`src/rtl/spi_pixel_pkg.sv`:
```
// Shared types and field positions for the SPI pixel sender and its optional RGB888 packer.
package spi_pixel_pkg;

  typedef enum logic [1:0] {
    IDLE     = 2'd0,
    SHIFT_LO = 2'd1,
    SHIFT_HI = 2'd2,
    GAP      = 2'd3
  } state_t;

  localparam int PIXEL_BITS = 16;
  localparam int R_MSB      = 15;
  localparam int G_MSB      = 11;
  localparam int B_MSB      = 7;
  localparam int NIBBLE     = 4;

  localparam int RGB_BITS   = 24;
  localparam int RGB_R_MSB  = 23;
  localparam int RGB_G_MSB  = 15;
  localparam int RGB_B_MSB  = 7;

endpackage

```
`src/rtl/spi_pixel_sender_rgb888_pack.sv`:
```
// Combinational 24-bit RGB888 to 16-bit RGB444+pad packer (top nibble of each channel).
module rgb888_pack
  import spi_pixel_pkg::*;
(
  input  logic [RGB_BITS-1:0]   i_rgb,
  output logic [PIXEL_BITS-1:0] o_word
);

  always_comb begin
    o_word                  = '0;
    o_word[R_MSB -: NIBBLE] = i_rgb[RGB_R_MSB -: NIBBLE];
    o_word[G_MSB -: NIBBLE] = i_rgb[RGB_G_MSB -: NIBBLE];
    o_word[B_MSB -: NIBBLE] = i_rgb[RGB_B_MSB -: NIBBLE];
  end

endmodule

```
`src/rtl/spi_pixel_sender.sv`:
```
// SPI-mode pixel word transmitter: MSB-first serialiser with inter-word gap and frame word counter.
// Optional macro SPI_PIXEL_SENDER_RGB888_EN widens i_pix_data to RGB888 and packs it at accept.
module spi_pixel_sender
  import spi_pixel_pkg::*;
#(
  parameter int CLK_DIV     = 2,
  parameter int GAP_CYCLES  = 4,
  parameter int FRAME_WORDS = 2048
) (
  input  logic                           i_clk,
  input  logic                           i_reset,
`ifdef SPI_PIXEL_SENDER_RGB888_EN
  input  logic [RGB_BITS-1:0]            i_pix_data,
`else
  input  logic [PIXEL_BITS-1:0]          i_pix_data,
`endif
  input  logic                           i_pix_valid,
  output logic                           o_pix_ready,
  output logic                           o_busy,
  output logic [$clog2(FRAME_WORDS)-1:0] o_word_count,
  output logic                           o_frame_done,
  output logic                           o_spi_clk,
  output logic                           o_spi_mosi
);

  localparam int WC_W    = $clog2(FRAME_WORDS);
  localparam int BIT_W   = $clog2(PIXEL_BITS);
  localparam int DIV_MAX = (CLK_DIV > GAP_CYCLES) ? CLK_DIV : GAP_CYCLES;
  localparam int DIV_W   = $clog2(DIV_MAX + 1);

  localparam logic [DIV_W-1:0] DIV_HALF_LAST = DIV_W'(CLK_DIV - 1);
  localparam logic [DIV_W-1:0] DIV_GAP_LAST  = DIV_W'(GAP_CYCLES - 1);
  localparam logic [WC_W-1:0]  WC_LAST       = WC_W'(FRAME_WORDS - 1);
  localparam logic [BIT_W-1:0] BIT_FIRST     = BIT_W'(PIXEL_BITS - 1);

  logic [PIXEL_BITS-1:0] w_word;

`ifdef SPI_PIXEL_SENDER_RGB888_EN
  rgb888_pack u_pack (
    .i_rgb  (i_pix_data),
    .o_word (w_word)
  );
`else
  assign w_word = i_pix_data;
`endif

  state_t                r_state;
  logic [DIV_W-1:0]      r_div;
  logic [BIT_W-1:0]      r_bit_cnt;
  logic [PIXEL_BITS-1:0] r_shreg;
  logic                  r_pix_ready;
  logic                  r_busy;
  logic [WC_W-1:0]       r_word_count;
  logic                  r_frame_done;
  logic                  r_spi_clk;
  logic                  r_spi_mosi;

  // One counter serves both the spi_clk half-period and the inter-word gap.
  always_ff @(posedge i_clk or posedge i_reset) begin
    if (i_reset) begin
      r_state      <= IDLE;
      r_div        <= '0;
      r_bit_cnt    <= '0;
      r_shreg      <= '0;
      r_pix_ready  <= 1'b1;
      r_busy       <= 1'b0;
      r_word_count <= '0;
      r_frame_done <= 1'b0;
      r_spi_clk    <= 1'b0;
      r_spi_mosi   <= 1'b0;
    end else begin
      r_frame_done <= 1'b0;
      case (r_state)
        IDLE: begin
          if (i_pix_valid && r_pix_ready) begin
            r_shreg     <= w_word;
            r_spi_mosi  <= w_word[PIXEL_BITS-1];
            r_bit_cnt   <= BIT_FIRST;
            r_div       <= '0;
            r_pix_ready <= 1'b0;
            r_busy      <= 1'b1;
            r_state     <= SHIFT_LO;
          end
        end
        SHIFT_LO: begin
          if (r_div == DIV_HALF_LAST) begin
            r_spi_clk <= 1'b1;
            r_div     <= '0;
            r_state   <= SHIFT_HI;
          end else begin
            r_div <= r_div + DIV_W'(1);
          end
        end
        SHIFT_HI: begin
          if (r_div == DIV_HALF_LAST) begin
            r_spi_clk <= 1'b0;
            r_div     <= '0;
            if (r_bit_cnt == '0) begin
              r_spi_mosi <= 1'b0;
              r_state    <= GAP;
            end else begin
              r_bit_cnt  <= r_bit_cnt - BIT_W'(1);
              r_spi_mosi <= r_shreg[r_bit_cnt - BIT_W'(1)];
              r_state    <= SHIFT_LO;
            end
          end else begin
            r_div <= r_div + DIV_W'(1);
          end
        end
        GAP: begin
          if (r_div == DIV_GAP_LAST) begin
            r_div       <= '0;
            r_pix_ready <= 1'b1;
            r_busy      <= 1'b0;
            r_state     <= IDLE;
            if (r_word_count == WC_LAST) begin
              r_word_count <= '0;
              r_frame_done <= 1'b1;
            end else begin
              r_word_count <= r_word_count + WC_W'(1);
            end
          end else begin
            r_div <= r_div + DIV_W'(1);
          end
        end
        default: r_state <= IDLE;
      endcase
    end
  end

  assign o_pix_ready  = r_pix_ready;
  assign o_busy       = r_busy;
  assign o_word_count = r_word_count;
  assign o_frame_done = r_frame_done;
  assign o_spi_clk    = r_spi_clk;
  assign o_spi_mosi   = r_spi_mosi;

endmodule

```
`config.mk`:
```
export PLATFORM = sky130hd
export DESIGN_NAME = spi_pixel_sender
export DESIGN_NICKNAME = d
export VERILOG_FILES = /design/src/rtl/spi_pixel_pkg.sv /design/src/rtl/spi_pixel_sender_rgb888_pack.sv /design/src/rtl/spi_pixel_sender.sv
export SDC_FILE = /design/constraint.sdc
export NUM_CORES = 1
export LEC_CHECK = 0
export CAP_MARGIN = 20
export CORE_ASPECT_RATIO = 1.75
export CORE_MARGIN = 1
export CORE_UTILIZATION = 53
export DETAILED_ROUTE_END_ITERATION = 12
export MAX_ROUTING_LAYER = met4
export PLACE_DENSITY = 0.76
export SLEW_MARGIN = 25
export SYNTH_ARGS = -nofsm -noshare
export SYNTH_HDL_FRONTEND = slang
export SYNTH_SLANG_ARGS = --single-unit
```
`constraint.sdc`:
```
create_clock -name i_clk -period 2.85 [get_ports i_clk]
set_clock_uncertainty 0.1 [all_clocks]
set_input_delay 0.57 -clock i_clk [delete_from_list [all_inputs] [get_ports i_clk]]
set_output_delay 0.57 -clock i_clk [all_outputs]
set_load 0.02 [all_outputs]
```
==> metrics <==
DRC errors left=0; max-slew violation count=0; largest family of logic cells by synthesized area=multiplexers; largest net degree at the start of global routing=42; initial antenna violation count=0; die area=4240 um2; Worst VDD drop=0.481 mV; post-route setup slack=0.261 ns; kind of critical path=register to register; hold_buf cts=0; CTS buffer count=5; vias per inst=5.78; TritonCTS clock tree=built; required time of the critical path=2.93 ns; Setup Fix Bufs, Post-CTS=0; crit end category=register; Worst Setup Start Kind=register; Power, Total=2.14 mW; vias in the first global route=1698; fmax=386 MHz; Cell variety after synth=44; Initial Utilization=55.0%; outcome=finished, final reports clean; DP Wirelength=3.39 mm; layout cells sized above 1=11.1%; CP Max Fanout=6; I/O pins=35; Post-DP Area=2500 um2; drt initial violations=26; post-CTS sizing=0; Sink Count=41; register bit count reported by yosys=41; final setup vio count=0; Reg2Reg Depth=5; gpl congestion=0.878; grt total ovfl=0; DP Worst Slack=0.293 ns; # port buffers=34; YS warnings=0; Skew-Pair Late Insertion Delay=0.29 ns; Tmin final=2.59 ns; root buffer cell=clkbuf_8; pwr dens=827 nW/um2; multiplexer share of the synthesized area=14.6%; simple-gate area share of the yosys netlist=11.7%; Setup Total Neg Slack=0 ns; compound-gate portion of the synthesized area=10.1%; via count=1533; Syn Area/Cell=12.0 um2; Die W=49.6 um; WP data arrival=2.67 ns; Synth Cell Area=2100 um2; Max Cap Violations=0; diodes inserted=0; fin crit share=90.9%; synthesized net count=207; post-detailed-route wirelength per cell=16.8 um; Clk pin slew, worst setup/hold paths=0.08 ns; Final Hold Violating Endpoints=0; P_leak=1.16 nW; Seq/Total Area, Yosys=48.8%; Final ANT Viol Nets=0; Routed WL=4.45 mm; Hold Path Depth=2; layout filler cell count=316; # rows=30; Hold WC Path Type=register to register; Clock Path Buffers=2; Final #Nets=247; die span in y=85.4 um; post-synthesis xor/xnor area fraction=4.16%; design area=2580 um2; Slew @ Worst Pin=0.747 ns; first-pass GRT wire length=7.64 mm; Gate Count Post-Synth=176; Synth-to-Final Area Change=22.8%; H-tree levels=2; unrepaired setup endpoints after global routing=no; Core ar.=3830 um2; Total GRT Usage=24.6%; Adder-Cell Fraction of Synth Area=7.13%; Max-slew headroom=49.7%; 1st-pass router iterations=4
[logic make-up after synthesis]
| kind of cell | after synthesis |
|---|---|
| and+or+nand+nor | 47 |
| AOI/OAI and AO/OA | 29 |
| buffers and inverters | 16 |
| DFF | 41 |
| muxes | 21 |
| adders and majority gates | 12 |
| xor gates and xnor gates | 10 |
[where the power goes]
group,switching [mW],total (mW),internal [mW]
sequential,0.143,0.909,0.766
clock,0.202,0.372,0.169
combinational,0.408,0.856,0.449
total,0.754,2.14,1.38
[critical path, cell delays in order (launching register included)]
cell     delay (ns)
dfrtp_1        0.48
inv_1          0.14
ha_1           0.41
mux4_1         0.58
mux4_2         0.46
a221o_1        0.30
[registers in the layout, indices dropped and copies added, names as in the netlist]
signal / flops
o_frame_done: 1
r_state: 2
r_div: 3
r_bit_cnt: 4
o_pix_ready: 1
o_busy: 1
o_spi_clk: 1
o_word_count: 11
o_spi_mosi: 1
r_shreg: 16
[layer usage]
metal	vias to the layer above	track usage (%)	wire length (um)
met5	-	-	0
met4	0	12.5	143
met3	12	3.05	120
met2	35	43.1	2470
met1	774	26.6	1710
li1	712	-	-
[cell type report]
class                   instances  area (um2)  share of cell area, %
multi-input cells             119        1000                   38.8
well taps                      48        60.1                   2.32
clock inverters                 3        17.5                  0.678
inverters                      12        45.0                   1.74
clock buffers                   5        68.8                   2.66
repair buffers                 37         363                   14.0
flip-flops and latches         41        1030                   39.8
[synth_stat cells, drive strengths merged]
| library cell | count | share of area, % |
|---|---|---|
| a2111oi | 2 | 0.83 |
| a21boi | 1 | 0.54 |
| a21o | 5 | 1.8 |
| a21oi | 4 | 0.95 |
| a221o | 1 | 0.48 |
| a221oi | 1 | 0.42 |
| a2bb2oi | 3 | 1.2 |
| a31o | 2 | 0.83 |
| a31oi | 1 | 0.30 |
| and2 | 1 | 0.30 |
| buf | 2 | 1.1 |
| clkbuf | 2 | 0.36 |
| dfrtp | 40 | 48 |
| dfstp | 1 | 1.2 |
| ha | 12 | 7.1 |
| inv | 12 | 2.1 |
| mux2 | 15 | 8.0 |
| mux2i | 1 | 0.48 |
| mux4 | 5 | 6.1 |
| nand2 | 11 | 2.0 |
| nand2b | 5 | 1.6 |
| nand3 | 4 | 0.95 |
| nand3b | 1 | 0.36 |
| nand4 | 4 | 1.2 |
| nor2 | 10 | 1.8 |
| nor2b | 1 | 0.30 |
| nor3 | 3 | 0.71 |
| nor3b | 1 | 0.36 |
| nor4 | 4 | 1.5 |
| o21ai | 5 | 1.2 |
| o22a | 1 | 0.42 |
| o31ai | 3 | 1.1 |
| or2 | 1 | 0.30 |
| or4 | 1 | 0.36 |
| xnor2 | 7 | 2.9 |
| xor2 | 3 | 1.2 |
[per-stage QoR]
stage / hold slack (ns) / cells / util, %
6_report: 0.395 / 265 / 67.5
5_1_grt: 0.416 / 265 / 67.5
4_1_cts: 0.402 / 265 / 67.5
3_5_place_dp: 0.384 / 257 / 65.2
3_3_place_gp: 0.368 / 257 / 65.2
2_1_floorplan: 0.339 / 176 / -
[worst paths after layout]
check / startpoint / endpoint / slack (ns)
min in group asynchronous: i_reset / r_shreg[5] / 0.61
hold / removal: o_spi_clk / o_spi_clk / 0.40
setup reg to reg: r_bit_cnt[0] / o_spi_mosi / 0.26
max in group asynchronous: i_reset / o_pix_ready / 1.67
hold reg to reg: o_spi_clk / o_spi_clk / 0.40
setup / recovery: r_bit_cnt[0] / o_spi_mosi / 0.26
[layout by cell type (no fill, tap or decap), types with 5 or more instances in the layout]
cell type / n
nand2_1: 11
clkdlybuf4s50_1: 34
ha_1: 12
mux2_2: 5
dfrtp_1: 40
mux2_1: 10
xnor2_1: 7
nor2_1: 10
inv_1: 11
clkbuf_8: 5
No activity file was read; power rests on OpenSTA's default activity.
